### src/rtl/cpu_types_pkg.sv
// Shared CPU/memory-side types: machine word, RAM status codes and arbiter states.
package cpu_types_pkg;

    typedef logic [31:0] word_t;

    typedef enum logic [1:0] {
        FREE   = 2'd0,
        BUSY   = 2'd1,
        ACCESS = 2'd2,
        ERROR  = 2'd3
    } ramstate_t;

    typedef enum logic [1:0] {
        IDLE   = 2'd0,
        SERVE  = 2'd1,
        LOCKED = 2'd2
    } arb_state_t;

endpackage

### src/rtl/mem_arb_pick.sv
// Combinational winner select: d-requests beat i-requests, and within a class
// the core named by rr wins over the other one.
module mem_arb_pick
    import cpu_types_pkg::*;
#(
    parameter int CPUS = 2
) (
    input  logic [CPUS-1:0] ireq,
    input  logic [CPUS-1:0] dreq,
    input  logic            rr,
    output logic            valid,
    output logic            cpu,
    output logic            is_d
);

    // Scan lowest priority first so later (higher-priority) hits overwrite.
    always_comb begin
        logic c;
        valid = 1'b0;
        cpu   = 1'b0;
        is_d  = 1'b0;
        c     = 1'b0;
        for (int k = CPUS - 1; k >= 0; k--) begin
            c = (k == 0) ? rr : ~rr;
            if (ireq[c]) begin
                valid = 1'b1;
                cpu   = c;
                is_d  = 1'b0;
            end
        end
        for (int k = CPUS - 1; k >= 0; k--) begin
            c = (k == 0) ? rr : ~rr;
            if (dreq[c]) begin
                valid = 1'b1;
                cpu   = c;
                is_d  = 1'b1;
            end
        end
    end

endmodule

### src/rtl/mem_arbiter.sv
// Arbitrates icache/dcache requests of up to two cores onto one RAM port,
// holding the grant across both words of a dcache block transfer.
module mem_arbiter
    import cpu_types_pkg::*;
#(
    parameter int CPUS = 2
) (
    input  logic            CLK,
    input  logic            RST,
    input  logic [CPUS-1:0] iREN,
    input  word_t           iaddr  [CPUS],
    output logic [CPUS-1:0] iwait,
    output word_t           iload  [CPUS],
    input  logic [CPUS-1:0] dREN,
    input  logic [CPUS-1:0] dWEN,
    input  word_t           daddr  [CPUS],
    input  word_t           dstore [CPUS],
    output logic [CPUS-1:0] dwait,
    output word_t           dload  [CPUS],
    output logic            ramREN,
    output logic            ramWEN,
    output word_t           ramaddr,
    output word_t           ramstore,
    input  word_t           ramload,
    input  ramstate_t       ramstate
);

    typedef struct packed {
        logic cpu;
        logic is_d;
    } owner_t;

    arb_state_t state;
    owner_t     owner;
    logic       rr;
    logic       oc;
    logic       pick_valid;
    logic       pick_cpu;
    logic       pick_is_d;
    logic       own_req;
    logic       done;
    logic       last_word;
    logic       next_rr;

    assign oc      = owner.cpu;
    assign next_rr = (CPUS > 1) ? ~owner.cpu : 1'b0;

    mem_arb_pick #(.CPUS(CPUS)) u_pick (
        .ireq  (iREN),
        .dreq  (dREN | dWEN),
        .rr    (rr),
        .valid (pick_valid),
        .cpu   (pick_cpu),
        .is_d  (pick_is_d)
    );

    // An i-fetch is always a single word; a d-access is the last word once addr[2] is set.
    always_comb begin
        own_req   = owner.is_d ? (dREN[oc] | dWEN[oc]) : iREN[oc];
        done      = (state != IDLE) && own_req && (ramstate == ACCESS);
        last_word = !owner.is_d || daddr[oc][2];
    end

    always_comb begin
        ramREN   = 1'b0;
        ramWEN   = 1'b0;
        ramaddr  = '0;
        ramstore = '0;
        iwait    = '1;
        dwait    = '1;
        if (state != IDLE) begin
            if (owner.is_d) begin
                ramWEN   = dWEN[oc];
                ramREN   = dREN[oc] & ~dWEN[oc];
                ramaddr  = daddr[oc];
                ramstore = dstore[oc];
                if (done) dwait[oc] = 1'b0;
            end else begin
                ramREN  = iREN[oc];
                ramaddr = iaddr[oc];
                if (done) iwait[oc] = 1'b0;
            end
        end
    end

    always_comb begin
        for (int i = 0; i < CPUS; i++) begin
            iload[i] = ramload;
            dload[i] = ramload;
        end
    end

    always_ff @(posedge CLK or posedge RST) begin
        if (RST) begin
            state <= IDLE;
            owner <= '0;
            rr    <= 1'b0;
        end else begin
            case (state)
                IDLE: begin
                    if (pick_valid) begin
                        owner <= '{cpu: pick_cpu, is_d: pick_is_d};
                        state <= SERVE;
                    end
                end
                SERVE: begin
                    if (!own_req) begin
                        state <= IDLE;
                    end else if (done) begin
                        if (last_word) begin
                            state <= IDLE;
                            rr    <= next_rr;
                        end else begin
                            state <= LOCKED;
                        end
                    end
                end
                LOCKED: begin
                    // A dropped request (halt-flush single write) also releases the lock.
                    if (!own_req || (done && last_word)) begin
                        state <= IDLE;
                        rr    <= next_rr;
                    end
                end
                default: state <= IDLE;
            endcase
        end
    end

endmodule

### config.mk
export PLATFORM = sky130hd
export DESIGN_NAME = mem_arbiter
export DESIGN_NICKNAME = d
export VERILOG_FILES = /design/src/rtl/cpu_types_pkg.sv /design/src/rtl/mem_arb_pick.sv /design/src/rtl/mem_arbiter.sv
export SDC_FILE = /design/constraint.sdc
export NUM_CORES = 1
export LEC_CHECK = 0
export ABC_AREA = 1
export CORE_AREA = 5 5 167 169
export CTS_CLUSTER_DIAMETER = 30
export CTS_CLUSTER_SIZE = 25
export DETAILED_ROUTE_END_ITERATION = 8
export DIE_AREA = 0 0 172 174
export SKIP_LAST_GASP = 1
export SLEW_MARGIN = 20
export SYNTH_ARGS = -nofsm -noshare
export SYNTH_HDL_FRONTEND = slang
export SYNTH_SLANG_ARGS = --single-unit
### constraint.sdc
create_clock -name CLK -period 3.2 [get_ports CLK]
set_clock_uncertainty 0.2 [all_clocks]
set_input_delay 0.64 -clock CLK [delete_from_list [all_inputs] [get_ports CLK]]
set_output_delay 0.64 -clock CLK [all_outputs]
set_load 0.01 [all_outputs]
==> reports/qor.txt, run 1 <==
CTS tree: built
post-CTS sizing: 0
# IOs: 432
post-synthesis compound-gate area fraction: 0.145
Tightest Pin Transition: 0.489 ns
hpwl dp: 11,700 um
worst hold path type: reg2reg
wl on met1: 5330 um
Netlist Area Pre-Place: 3040 um^2
largest net degree at the start of global routing: 56
VDD IR max: 498 uV
initial antenna violation count: 0
Initial Utilization: 0.115
Slew headroom: 0.671
Critical Path RT: 2.36 ns
Max FO, Critical Path: 3
Met3 Wirelength: 1440 um
sequential-to-total area share from yosys stat: 0.0411
Die ar.: 29,900 um^2
die width: 172 um
largest family of logic cells by synthesized area: buffers and inverters
power density over the cells: 722 nW/um^2
Critical Path Stages: 9
Final min period: 3.09 ns
Max Freq: 324 MHz
RSZ-0062 raised after global routing: yes
Vias: 3,640
WL met2: 6990 um
row count: 60
Lkg Pwr: 2.36 nW
DRT iter0 DRCs: 105
most frequent cells in the layout: clkdlybuf4s50_1 (271), nand2_1 (154), nor2_1 (98)
share of cells above drive strength 1: 0.0477
clock sink count: 5
CP endpoint kind: output pin
Post-Syn Instances: 562
postcts setup bufs: 0
CP Cell Sequence: clkdlybuf4s50_1 -> inv_1 -> o21ai_2 -> nor2_2 -> nor2_4 -> nand2_1 -> nor2_2 -> nand2_1 -> clkdlybuf4s50_1
Yosys warning count: 0
vias in the first global route: 3,639
Synth Area in Adders: 0
Residual DRC: 0
first-pass GRT wire length: 19,900 um
die height: 174 um
CTS Hold Bufs: 0
core box area: 26,400 um^2
synth unique cells: 24
Net count, final: 927
Critical Path Slowest Stage Cell: clkdlybuf4s50_1
clk_lat worst skew: 0.23 ns
CP Buf/Inv Count: 3
Startpoint Class: input pin
most common cell after layout, fill and taps aside: clkdlybuf4s50_1
grt ovf: 0
area grow syn2layout: 74.5%
clock root buffer: clkbuf_16
GRT Total Usage: 0.0832
Setup Viol. Count Final: 0
Fin. Hold Viols: 0
total wire length after detailed routing: 14,200 um
final worst slack: 0.112 ns
critical path's top delay family: buffers and inverters
gpl congestion: 0.826
Synth Area in XOR/XNOR: 0
fin crit share: 0.965
Max-cap violations: 0
outcome: finished clean
first drt pass iteration count: 4
Routed Antenna Nets: 0
Overall Power: 3.83 mW
DP Worst Slack: 0.0615 ns
ANT cells: 0
simple-gate share of the synthesized area: 0.333
crit-path max cell delay: 0.49 ns
CTS Buf Count: 3
CTS H-tree lvls: 1
uppermost layer routed: met4
drt via density: 3.52
flops & latches, synth: 5
Crit path arrival time: 2.25 ns
syn_nets: 796
multiplexer share of the synthesized area: 0.0559
CTS Buffer Depth: 2
number of fill cells: 2,992
Worst-path clk slew: 0.03 ns
input/output buffers: 271
worst r2r path cells: 12
Mean Syn Cell Area: 5.41 um^2
Hold Path Depth: 2
critical path class: in2out
DR WL/cell: 13.7 um
fin. max-slew vios: 0
[flip-flops by register name (all words and copies together), names as in the netlist]
register and cells:
rr 1, state 2, oc 1, owner 1
[synthesized netlist by cell type, drive strengths merged]
| library cell | number | area (um^2) |
|---|---|---|
| nand2 | 155 | 584 |
| buf | 146 | 1070 |
| nor2 | 104 | 403 |
| inv | 46 | 173 |
| o21ai | 31 | 155 |
| a21oi | 19 | 103 |
| mux2i | 17 | 170 |
| o32ai | 17 | 149 |
| clkbuf | 13 | 48.8 |
| dfrtp | 5 | 125 |
| nand3 | 4 | 20.0 |
| a211oi | 1 | 7.51 |
| nor3 | 1 | 5.00 |
| o211ai | 1 | 12.5 |
| o22ai | 1 | 6.26 |
| o31ai | 1 | 7.51 |
[report_power, final]
| group | switching, mW | internal (mW) | total (mW) | leakage, nW |
|---|---|---|---|---|
| Sequential | 0.0277 | 0.0952 | 0.123 | 0.0596 |
| Clock | 0.0436 | 0.165 | 0.209 | 0.0382 |
| Combinational | 1.83 | 1.67 | 3.50 | 2.26 |
[kinds of logic (layout without fill, tap and decap cells)]
kind of cell,Yosys count,count (layout)
simple gates,264,264
buf+inv,205,335
compound gates,71,71
mux,17,17
flops,5,5
[final timing paths]
kind                                start              to  slack, ns
setup / recovery                  dWEN[0]        dwait[1]       0.11
min in group asynchronous             RST  rr$_DFFE_PP0P_       0.41
max in group asynchronous             RST  oc$_DFFE_PP0P_       2.20
hold / removal             rr$_DFFE_PP0P_  rr$_DFFE_PP0P_       0.31
setup reg to reg           oc$_DFFE_PP0P_  rr$_DFFE_PP0P_       1.33
hold reg to reg            rr$_DFFE_PP0P_  rr$_DFFE_PP0P_       0.31
[worst min-delay path, delay by kind of cell, from the launching register on]
| kind | cells | cell delay (ns) |
|---|---|---|
| DFF | 1 | 0.36 |
| and+or+nand+nor | 2 | 0.11 |
[layout make-up]
| type | count | area [um^2] | share of cell area |
|---|---|---|---|
| flip-flops and latches | 5 | 129 | 0.0243 |
| well taps | 341 | 427 | 0.0804 |
| repair buffers | 285 | 2870 | 0.540 |
| clock buffers | 4 | 78.8 | 0.0148 |
| inverters | 46 | 173 | 0.0325 |
| multi-input cells | 352 | 1630 | 0.308 |
[per-layer routing]
layer / vias up / GRT usage
li1: 1876 / -
met1: 1548 / 0.0946
met2: 164 / 0.151
met3: 52 / 0.0193
met4: 0 / 0.0282
met5: - / 0
[per-stage QoR]
stage / hold slack [ns] / utilization / std cells / area, um^2 / TNS [ns]
floorplan: 0.219 / - / 562 / 3040 / 0
global placement: 0.285 / 0.198 / 1029 / 5220 / 0
detailed placement: 0.299 / 0.198 / 1029 / 5220 / 0
CTS: 0.308 / 0.201 / 1033 / 5300 / 0
global route: 0.339 / 0.201 / 1033 / 5310 / -0.00261
finish: 0.309 / 0.201 / 1033 / 5310 / 0
Note: power is estimated with default switching activity, not from simulation.
==> run 2: changes to the inputs <==
Settings changed: HOLD_SLACK_MARGIN set to 0.06.
==> results of run 2 <==
No change in the layout: final DEF, timing and power equal those of run 1.
